<file path="src/rtl/demux_1to4_64bit_stream.sv">
// Registered 1-to-4 valid/ready stream demultiplexer with a single holding stage.
// Each channel also has a saturating counter of completed transfers.
module demux_1to4_64bit_stream #(
  parameter int WIDTH     = 64,
  parameter int SEL_WIDTH = 2,
  parameter int CNT_WIDTH = 16
) (
  input  logic                 clk,
  input  logic                 rst_n,
  input  logic                 in_valid,
  output logic                 in_ready,
  input  logic [WIDTH-1:0]     in_data,
  input  logic [SEL_WIDTH-1:0] in_sel,
  output logic [3:0]           out_valid,
  input  logic [3:0]           out_ready,
  output logic [WIDTH-1:0]     data0,
  output logic [WIDTH-1:0]     data1,
  output logic [WIDTH-1:0]     data2,
  output logic [WIDTH-1:0]     data3,
  input  logic                 cnt_clr,
  output logic [CNT_WIDTH-1:0] cnt0,
  output logic [CNT_WIDTH-1:0] cnt1,
  output logic [CNT_WIDTH-1:0] cnt2,
  output logic [CNT_WIDTH-1:0] cnt3
);

  logic                 full;
  logic [SEL_WIDTH-1:0] dst;
  logic [WIDTH-1:0]     hold_data;
  logic [CNT_WIDTH-1:0] cnt_q [4];
  logic                 out_fire;
  logic                 in_fire;

  // Only the addressed consumer's ready matters; others are ignored (head-of-line blocking).
  assign out_fire = full && out_ready[dst];
  assign in_ready = !full || out_fire;
  assign in_fire  = in_valid && in_ready;

  always_ff @(posedge clk or negedge rst_n) begin
    if (!rst_n) begin
      full      <= 1'b0;
      dst       <= '0;
      hold_data <= '0;
    end else if (in_fire) begin
      full      <= 1'b1;
      dst       <= in_sel;
      hold_data <= in_data;
    end else if (out_fire) begin
      full      <= 1'b0;
    end
  end

  genvar gi;
  generate
    for (gi = 0; gi < 4; gi++) begin : g_valid
      assign out_valid[gi] = full && (dst == SEL_WIDTH'(gi));
    end
  endgenerate

  assign data0 = out_valid[0] ? hold_data : '0;
  assign data1 = out_valid[1] ? hold_data : '0;
  assign data2 = out_valid[2] ? hold_data : '0;
  assign data3 = out_valid[3] ? hold_data : '0;

  // Clear wins over a same-cycle increment; counters stick at all-ones.
  always_ff @(posedge clk or negedge rst_n) begin
    if (!rst_n) begin
      for (int i = 0; i < 4; i++) cnt_q[i] <= '0;
    end else if (cnt_clr) begin
      for (int i = 0; i < 4; i++) cnt_q[i] <= '0;
    end else if (out_fire && (cnt_q[dst] != '1)) begin
      cnt_q[dst] <= cnt_q[dst] + CNT_WIDTH'(1);
    end
  end

  assign cnt0 = cnt_q[0];
  assign cnt1 = cnt_q[1];
  assign cnt2 = cnt_q[2];
  assign cnt3 = cnt_q[3];

endmodule

</file>
<file path="config.mk">
export PLATFORM = sky130hd
export DESIGN_NAME = demux_1to4_64bit_stream
export DESIGN_NICKNAME = d
export VERILOG_FILES = /design/src/rtl/demux_1to4_64bit_stream.sv
export SDC_FILE = /design/constraint.sdc
export NUM_CORES = 1
export LEC_CHECK = 0
export CAP_MARGIN = 20
export CORE_ASPECT_RATIO = 2
export CORE_MARGIN = 5
export CORE_UTILIZATION = 26
export CTS_CLUSTER_DIAMETER = 40
export DETAILED_ROUTE_END_ITERATION = 7
export PLACE_DENSITY = 0.64
export SLEW_MARGIN = 30
export SYNTH_ARGS = -nofsm -noshare
export SYNTH_HDL_FRONTEND = slang
export SYNTH_SLANG_ARGS = --single-unit
</file>
<file path="constraint.sdc">
create_clock -name clk -period 4.46 [get_ports clk]
set_input_delay 0.446 -clock clk [delete_from_list [all_inputs] [get_ports clk]]
set_output_delay 0.446 -clock clk [all_outputs]
set_load 0.1 [all_outputs]
</file>
---- Word level (Yosys, flattened, before mapping) ----
Index checks and enable logic that the tools add are counted.
W data, S select, Z words.
storage, ports and cells
  input bits .............................. 74
  bits in registers ....................... 131
  output and inout port bits .............. 325
cells by class
  reduce and logical (&&, ||, !) cells .... 13
  bitwise logic cells ..................... 1
  $lt $le $gt $ge ......................... 3
  add/sub/neg operators ................... 1
  mux-type cells .......................... 16
  equal/unequal tests ..................... 4
operators with widths
  cell                     count
  $mux W64                 6
  $bwmux W64               1
  $mux W16                 3
  $bmux W16 S2             1
  $demux W16 S2            1
  $add A16 B1 Y16 const B  1
  $ne A16 B16 Y1 const B   1
  $logic_and A1 B1 Y1      8
  $eq A2 B2 Y1 const B     2
  $reduce_bool A2 Y1       2
  $ge A3 B3 Y1 const B     1
  $lt A2 B3 Y1 const B     1
  $lt A3 B1 Y1 const B     1
  $mux W1                  3
  $not A2 Y3               1
  $bmux W1 S2              1
  $eq A2 B1 Y1 const B     1
  $logic_not A2 Y1         1
  $logic_not A1 Y1         1
  $logic_or A1 B1 Y1       1

---- Depth between registers and ports, before layout ----
Gate-level depths: netlist (run 1).
  depth in word-level cells ............... 8
  gate-level depth with buffers ........... 11

---- Worst setup path after synthesis (run 1) ----
OpenSTA, ideal clock, no wires.
  path kind ............................... register to output
  start point ............................. register dst[0]
  end point ............................... output port data0[54]
  stages on the path, launching flop included .. 7
  arrival time ............................ 2.908 ns
  required time ........................... 4.014 ns
  buffers on the path ..................... 4
  path slack .............................. 1.106 ns
  cell sequence ........................... dfrtp_1 buf_6 buf_12 buf_8 nor3b_1 clkbuf_1 and2_1
on the way
  cells in the longest elaborated chain, start to end .. 3
RTL lines
  what                    RTL line  text
  start, declared         28        logic [SEL_WIDTH-1:0] dst;
  start signal, assigned  46        dst <= in_sel;
  $logic_not A2 Y1        56        assign out_valid[gi] = full && (dst == SEL_WIDTH'(gi));
  $logic_and A1 B1 Y1     56
  net out_valid[0]        14        output logic [3:0] out_valid,
  $mux W64                60        assign data0 = out_valid[0] ? hold_data : '0;
  end, declared           16        output logic [WIDTH-1:0] data0,
The timed path passes the listed nets, and every way through them passes these cells.

---- Worst setup path in the final report (run 1) ----
  start point ............................. register dst[1]
  end point ............................... output port data2[39]
on the way
  cells in the longest elaborated chain, start to end .. 3
RTL lines
  what                 RTL line  text
  $eq A2 B2 Y1         56
  $logic_and A1 B1 Y1  56
  $mux W64             62        assign data2 = out_valid[2] ? hold_data : '0;
  end, declared        18        output logic [WIDTH-1:0] data2,
Every way passes these cells.

==> results of run 1 <==
==> report_power, final <==
group          total (W)  internal (W)  switching, W
logic            0.00638       0.00140       0.00498
clock network    0.00131      0.000745      0.000565
registers        0.00189       0.00147      0.000427
==> cells in the mapped netlist <==
cell	count
sky130_fd_sc_hd__mux2i_1	21
sky130_fd_sc_hd__a211oi_2	3
sky130_fd_sc_hd__nor2_1	41
sky130_fd_sc_hd__a211oi_1	41
sky130_fd_sc_hd__o21ai_0	1
sky130_fd_sc_hd__nand4_2	1
sky130_fd_sc_hd__and2_1	256
sky130_fd_sc_hd__nor2b_1	1
sky130_fd_sc_hd__nor2_2	28
sky130_fd_sc_hd__xor2_1	8
sky130_fd_sc_hd__ha_1	1
sky130_fd_sc_hd__nand4_1	3
sky130_fd_sc_hd__buf_2	10
sky130_fd_sc_hd__mux4_1	5
sky130_fd_sc_hd__nand3_1	5
sky130_fd_sc_hd__mux2_2	67
sky130_fd_sc_hd__buf_6	5
sky130_fd_sc_hd__nor4b_1	1
sky130_fd_sc_hd__nor4_1	3
sky130_fd_sc_hd__nor3b_4	1
sky130_fd_sc_hd__nand2_1	10
sky130_fd_sc_hd__and3b_1	1
sky130_fd_sc_hd__and3_1	1
sky130_fd_sc_hd__nand2_2	1
sky130_fd_sc_hd__clkbuf_1	34
sky130_fd_sc_hd__or2_1	1
sky130_fd_sc_hd__clkbuf_4	1
sky130_fd_sc_hd__nand2b_1	2
sky130_fd_sc_hd__buf_8	4
sky130_fd_sc_hd__nor3_1	1
sky130_fd_sc_hd__dfrtp_1	131
sky130_fd_sc_hd__buf_12	1
sky130_fd_sc_hd__buf_1	1
sky130_fd_sc_hd__nor3b_1	1
sky130_fd_sc_hd__mux4_2	11
sky130_fd_sc_hd__xnor2_1	6
sky130_fd_sc_hd__nand4_4	1
sky130_fd_sc_hd__a21oi_4	4
==> routing by layer <==
metal	track usage	part of all wire	vias to the layer above
met1	0.2454	0.44	3361
met5	0	0.0011	-
met4	0.05531	0.021	6
met3	0.06375	0.099	43
met2	0.2747	0.44	447
li1	-	-	3155
==> sequential cells by signal (all words and copies together) (netlist names) <==
name and count:
cnt1 16, hold_data 64, cnt3 16, cnt0 16, cnt2 16, full 1
dst 2
==> timing repair <==
item | CTS | global route
endpoints found under the hold margin | 0 | 24
setup buffers | 0 | 0
gates resized for setup | 0 | 0
hold buffers | 0 | 1
setup endpoints to repair | 0 | 0
==> stage by stage <==
stage	hold WS [ns]	cell area [µm²]	util	cells	setup WS [ns]
6_report	0.4605	11850	0.4047	1470	0.8910
4_1_cts	0.1840	11810	0.4031	1465	0.8447
5_1_grt	0.4701	11850	0.4045	1467	0.7406
3_3_place_gp	0.5320	11250	0.3841	1433	1.336
2_1_floorplan	0.1504	7649	-	714	1.106
3_5_place_dp	0.5453	11250	0.3842	1433	1.269
==> path summary, 6_finish.rpt <==
kind / startpoint / cells past startpoint / slack, ns / to
min in group clk: cnt_clr / 2 / 0.52 / cnt0[1]
min reg2reg: hold_data[39] / 1 / 0.55 / hold_data[39]
max in group asynchronous: rst_n / 4 / 2.84 / cnt0[4]
max reg2reg: dst[1] / 7 / 1.24 / cnt3[6]
max: dst[1] / 4 / 0.89 / data2[39]
min: rst_n / 2 / 0.46 / cnt0[10]
==> cell families after synthesis <==
kind of cell	after synthesis
compound gates	49
xor+xnor	14
fa+ha+maj	1
buf+inv	56
flops	131
mux	104
simple gates	359
==> worst reg2reg max path: stages (launching register included) <==
cell	delay (ns)
sky130_fd_sc_hd__dfrtp_1	0.93
sky130_fd_sc_hd__mux4_2	0.48
sky130_fd_sc_hd__ha_1	0.31
sky130_fd_sc_hd__nand4_4	0.17
sky130_fd_sc_hd__nor3b_4	0.49
sky130_fd_sc_hd__a21oi_4	0.18
sky130_fd_sc_hd__buf_4	0.28
sky130_fd_sc_hd__a211oi_1	0.29
==> cell type report <==
type	count	area [µm²]
fill	2873	17430
multi-input combinational	527	4068
timing repair buffer	413	3490
sequential	131	3278
tap	364	455.4
clock buffer	19	452.9
clock inverter	13	101.3
antenna	3	7.507
==> results by group, run 1 <==
Outcome
  • Run status: finished, final reports clean

Timing
  • Final clock skew: roughly 0.0074 ns
  • Final Hold Vio Count: 0
  • Slew at the pin closest to its max-slew limit: approximately 1.0 ns
  • Final Critical Period: between 3 and 4 ns
  • Fmax achieved: roughly 280 MHz
  • Post-route clock period utilization: 0.8002
  • Setup repair after global routing missed its margin: false
  • Max-slew headroom: 0.3204
  • Final setup viols: 0
  • Max-slew violations: 0
  • TNS Setup: 0 ns

Power and ir drop
  • Total power divided by cell area: between 800 and 900 nW/µm²
  • Leak: 5.395 nW
  • VDD IR-drop max: about 0.48 mV
  • Power, Total: 0.009586 W

Worst setup path
  • Kind of cell with the highest combined delay on the critical path: buffers and inverters
  • Data required time of the critical path: between 4 and 5 ns
  • Worst Setup Start Kind: flip-flop
  • Critical setup path kind: flip-flop to output port
  • Largest stage delay on the critical path: 1.12 ns
  • Crit path max-delay cell type: sky130_fd_sc_hd__clkdlybuf4s50_1
  • Worst setup EP type: output port
  • Maximum fanout along the worst path: 24
  • Worst path bufs/invs: 1
  • Cell chain of the critical path: nand2_1 -> nor2_4 -> and2_1 -> clkdlybuf4s50_1
  • Worst endpoint data arrival time: 3.12 ns

Global route
  • Initial antenna violation count: 7
  • All-layer global routing usage: 0.1817
  • Number of global-route vias before repair: between 7,000 and 8,000
  • Gr ovfl total: 0
  • Global-route wire length before repair: 46,310 µm
  • Maximum number of pins on one net before global-route repair: about 100

Drt
  • Per-cell via count in the routed design: 4.770
  • Remaining antenna violation count after routing: 0
  • First drt pass iteration count: 6
  • Post-detailed-routing wire length: approximately 30,000 µm
  • Count of vias placed by the detailed router: between 7,000 and 8,000
  • Starting DRT DRC Count: roughly 630
  • DRC errors left: 0
  • Routed length per instance: ~21 µm

Logic synthesis
  • Adder-Cell Fraction of Synth Area: 0.001636
  • Top post-synthesis cells by area: sky130_fd_sc_hd__dfrtp_1, sky130_fd_sc_hd__and2_1, sky130_fd_sc_hd__mux2_2
  • Netlist area before placement: between 7000 and 8000 µm²
  • Post-synthesis cell type with the largest combined area: sky130_fd_sc_hd__dfrtp_1
  • Synthesized-area fraction occupied by ao, oa, aoi and oai cells: 0.05431
  • Number of warnings reported in the yosys synthesis log: 0
  • Main combinational cell family by area after synthesis: simple AND/OR/NAND/NOR gates
  • Total of flip-flops plus latches after synthesis: between 100 and 150
  • Mux cell area share after synthesis: 0.1757
  • Post-synthesis simple-gate area fraction: 0.2812
  • Number of distinct library cells after synthesis: 38
  • Net count of the mapped netlist: between 700 and 800
  • Share of the yosys chip area belonging to registers: 0.4286
  • Xor-xnor portion of the synthesized cell area: 0.01603
  • Post-synthesis cell count: slightly above 700
  • Area share of the largest cell type after synthesis: 0.4286
  • Mapped Avg Cell Area: around 11 µm²

Worst hold path
  • Hold Path Class: input port to async pin

Cells and area
  • Share of final-layout standard cells stronger than drive strength 1: 0.3871
  • Synth-to-Final Area Change: 54.96%
  • Fin nets: 1,165
  • Leading cell types in the layout, fill and taps excluded: sky130_fd_sc_hd__buf_4, sky130_fd_sc_hd__and2_1, sky130_fd_sc_hd__clkdlybuf4s50_1
  • Most common cell after layout, fill and taps aside: sky130_fd_sc_hd__buf_4

Clock tree
  • Worst-path clk slew: around 0.06 ns
  • Number of buffers created by CTS: 17
  • TritonCTS clock tree: done
  • Clock network latency to the later pin of the worst-skew pair: between 0.4 and 0.5 ns
  • Clock Path Buffers: 2
  • Clock Root Buffer: sky130_fd_sc_hd__clkbuf_16
  • Deepest level of the CTS H-tree: 4
  • TritonCTS sink count: approximately 130

Die
  • DIE AREA: about 33,000 µm²
  • Core box area: between 20,000 and 30,000 µm²
  • Number of ports placed on the die boundary: 399
  • Initial Util: 0.2612
  • Chip Height: between 200 and 300 µm
  • Die Span X: 131.3 µm
  • Number of rows created at floorplan: 89

Placed design
  • Number of input and output port buffers inserted: 398
  • Final RePlAce weighted congestion: between 0.8 and 0.9
  • Detailed placement HPWL: about 23,000 µm

Job
  • Max_cap viols: 0
Power figures use the tool's default switching activity.
==> run 2, diff against run 1 <==
Clock period 4.46 ns to 3.6 ns, I/O delays scaled along.
==> results by group, run 2 (synthesis gave the netlist of run 1 again) <==
Placed design
  • Detailed placement HPWL: approximately 23,000 µm
  • Number of input and output port buffers inserted: between 300 and 400
  • Placement Cell Area: roughly 11,000 µm²
  • Pre-CTS setup slack: 0.3794 ns
  • Final RePlAce weighted congestion: around 1.0

Worst setup path
  • Critical setup path kind: flip-flop to output port
  • Data required time of the critical path: between 3 and 4 ns
  • Worst R2R Path Depth: 7
  • Worst reg-to-reg setup slack: around 0.37 ns
  • Maximum fanout along the worst path: 63
  • Worst Setup Start Kind: flip-flop
  • Reg2reg start: dst[0]
  • Worst endpoint data arrival time: around 2.9 ns
  • Worst setup EP type: output port
  • Reg-to-reg endpoint: cnt0[12]

Power and ir drop
  • Switching power as a share of total power: 0.6093
  • VDD IR-drop max: between 0.6 and 0.7 mV
  • Clock share of power: 0.152
  • Leak: approximately 5.4 nW
  • Part of the total power dissipated in sequential elements: 0.194
  • Total power divided by cell area: between 1000 and 1500 nW/µm²
  • Total internal power: ~0.0047 W
  • NetSw: roughly 0.0074 W
  • Combinational group share of total power: 0.654

Timing
  • Final Worst Setup Slack: approximately 0.35 ns
  • Fmax achieved: 307.8 MHz
  • Post-route clock period utilization: 0.9024
  • Final Critical Period: about 3.2 ns
  • Max-slew violations: 0
  • Final setup viols: 0
  • Slew at the pin closest to its max-slew limit: around 1.0 ns
  • Setup repair after global routing missed its margin: false
  • Final Hold Vio Count: 0
  • Hold slack: ~0.45 ns
  • TNS Setup: 0 ns
  • Max-slew headroom: 0.3227
  • Final clock skew: 0.009334 ns

Drt
  • Remaining antenna violation count after routing: 0
  • First drt pass iteration count: 5
  • Post-detailed-routing wire length: approximately 31,000 µm
  • Count of vias placed by the detailed router: just over 7,000
  • Per-cell via count in the routed design: around 4.8
  • DRC errors left: 0
  • Starting DRT DRC Count: 670
  • Routed length per instance: 21.16 µm

Die
  • Die Span X: 131.3 µm
  • DIE AREA: 33,160 µm²
  • Initial Util: 0.2612
  • Core box area: between 20,000 and 30,000 µm²
  • Number of rows created at floorplan: 89
  • Number of ports placed on the die boundary: between 300 and 400
  • Chip Height: around 250 µm

Clock tree
  • Number of buffers created by CTS: 17
  • Number of post-CTS setup repair buffers: 0
  • Clock Root Buffer: sky130_fd_sc_hd__clkbuf_16
  • TritonCTS sink count: ~130
  • Deepest level of the CTS H-tree: 4
  • Worst-path clk slew: 0.06 ns
  • Clock Path Buffers: 2
  • TritonCTS clock tree: done
  • Clock network latency to the later pin of the worst-skew pair: 0.43 ns

Cells and area
  • Top register by number of flip-flops: hold_data
  • Share of final-layout standard cells stronger than drive strength 1: 0.3849
  • Number of flip-flops under the largest register name: 64
  • Fillcell total: 2,836
  • Fin nets: 1,162
  • Post-layout util: 0.4059
  • Synth-to-Final Area Change: 55.42%
  • Leading cell types in the layout, fill and taps excluded: sky130_fd_sc_hd__buf_4, sky130_fd_sc_hd__and2_1, sky130_fd_sc_hd__clkdlybuf4s50_1
  • Fin area: 11,890 µm²
  • Most common cell after layout, fill and taps aside: sky130_fd_sc_hd__buf_4

Worst hold path
  • Hold path startpoint: cnt_clr
  • Min-Delay Endpoint: cnt0[14]
  • Worst Hold Path Cells: 2
  • Hold Path Class: input port to flip-flop

Outcome
  • Run status: finished, final reports clean

Job
  • Max_cap viols: 0

Global route
  • Initial antenna violation count: 7
  • Gr ovfl total: 0
  • Global-route wire length before repair: between 40,000 and 50,000 µm
  • Maximum number of pins on one net before global-route repair: just under 70
  • Number of global-route vias before repair: about 7,400
  • All-layer global routing usage: 0.1824
-- run 2: layer usage --
layer | vias to the layer above | track usage | wire [µm]
li1 | 3153 | - | -
met1 | 3360 | 0.2464 | 13420
met2 | 478 | 0.2744 | 13760
met3 | 39 | 0.06833 | 3411
met4 | 6 | 0.05149 | 481
met5 | - | 0 | 30
-- run 2: how the worst max path moves through the flow --
stage | slack [ns] | end | startpoint
2_1_floorplan | 0.33 | data0[54] | dst[0]
3_3_place_gp | 0.45 | cnt0[12] | dst[0]
3_5_place_dp | 0.38 | cnt3[15] | dst[0]
4_1_cts | 0.28 | data1[1] | dst[0]
5_1_grt | 0.14 | cnt2[15] | dst[0]
6_report | 0.35 | data1[1] | dst[0]
-- run 2: critical path, stage by stage (launching register included) --
cell	delay, ns
sky130_fd_sc_hd__dfrtp_1	0.74
sky130_fd_sc_hd__buf_4	0.33
sky130_fd_sc_hd__and3b_2	0.32
sky130_fd_sc_hd__buf_4	0.51
sky130_fd_sc_hd__and2_1	0.23
sky130_fd_sc_hd__buf_4	0.29
-- run 2: power by group through the flow --
stage          sequential (W)  combinational, W  clock, W
4_1_cts               0.00235           0.00796   0.00189
2_1_floorplan         0.00265           0.00586         0
3_3_place_gp          0.00235           0.00792         0
5_1_grt               0.00242           0.00816   0.00194
6_report              0.00235           0.00791   0.00183
3_5_place_dp          0.00237           0.00794         0
-- run 2: layout make-up --
class | instances | area, µm² | share of cell area
clock inverters | 9 | 155.1 | 0.01305
multi-input cells | 527 | 4068 | 0.3422
diodes | 7 | 17.52 | 0.001474
repair buffers | 410 | 3460 | 0.2910
well taps | 364 | 455.4 | 0.03831
flip-flops and latches | 131 | 3278 | 0.2758
clock buffers | 22 | 454.2 | 0.03821
-- run 2: what timing repair did --
item                                   in CTS  in global routing
hold buffers                                1                  0
gates resized for setup                     0                  0
endpoints found under the hold margin      63                  0
-- run 2: per-stage QoR --
step | total power [W] | std cells
after global placement | 0.01027 | 1431
after detailed placement | 0.01031 | 1431
after CTS | 0.01220 | 1463
final | 0.01209 | 1470
after global routing | 0.01252 | 1463
after floorplan | 0.008514 | 714
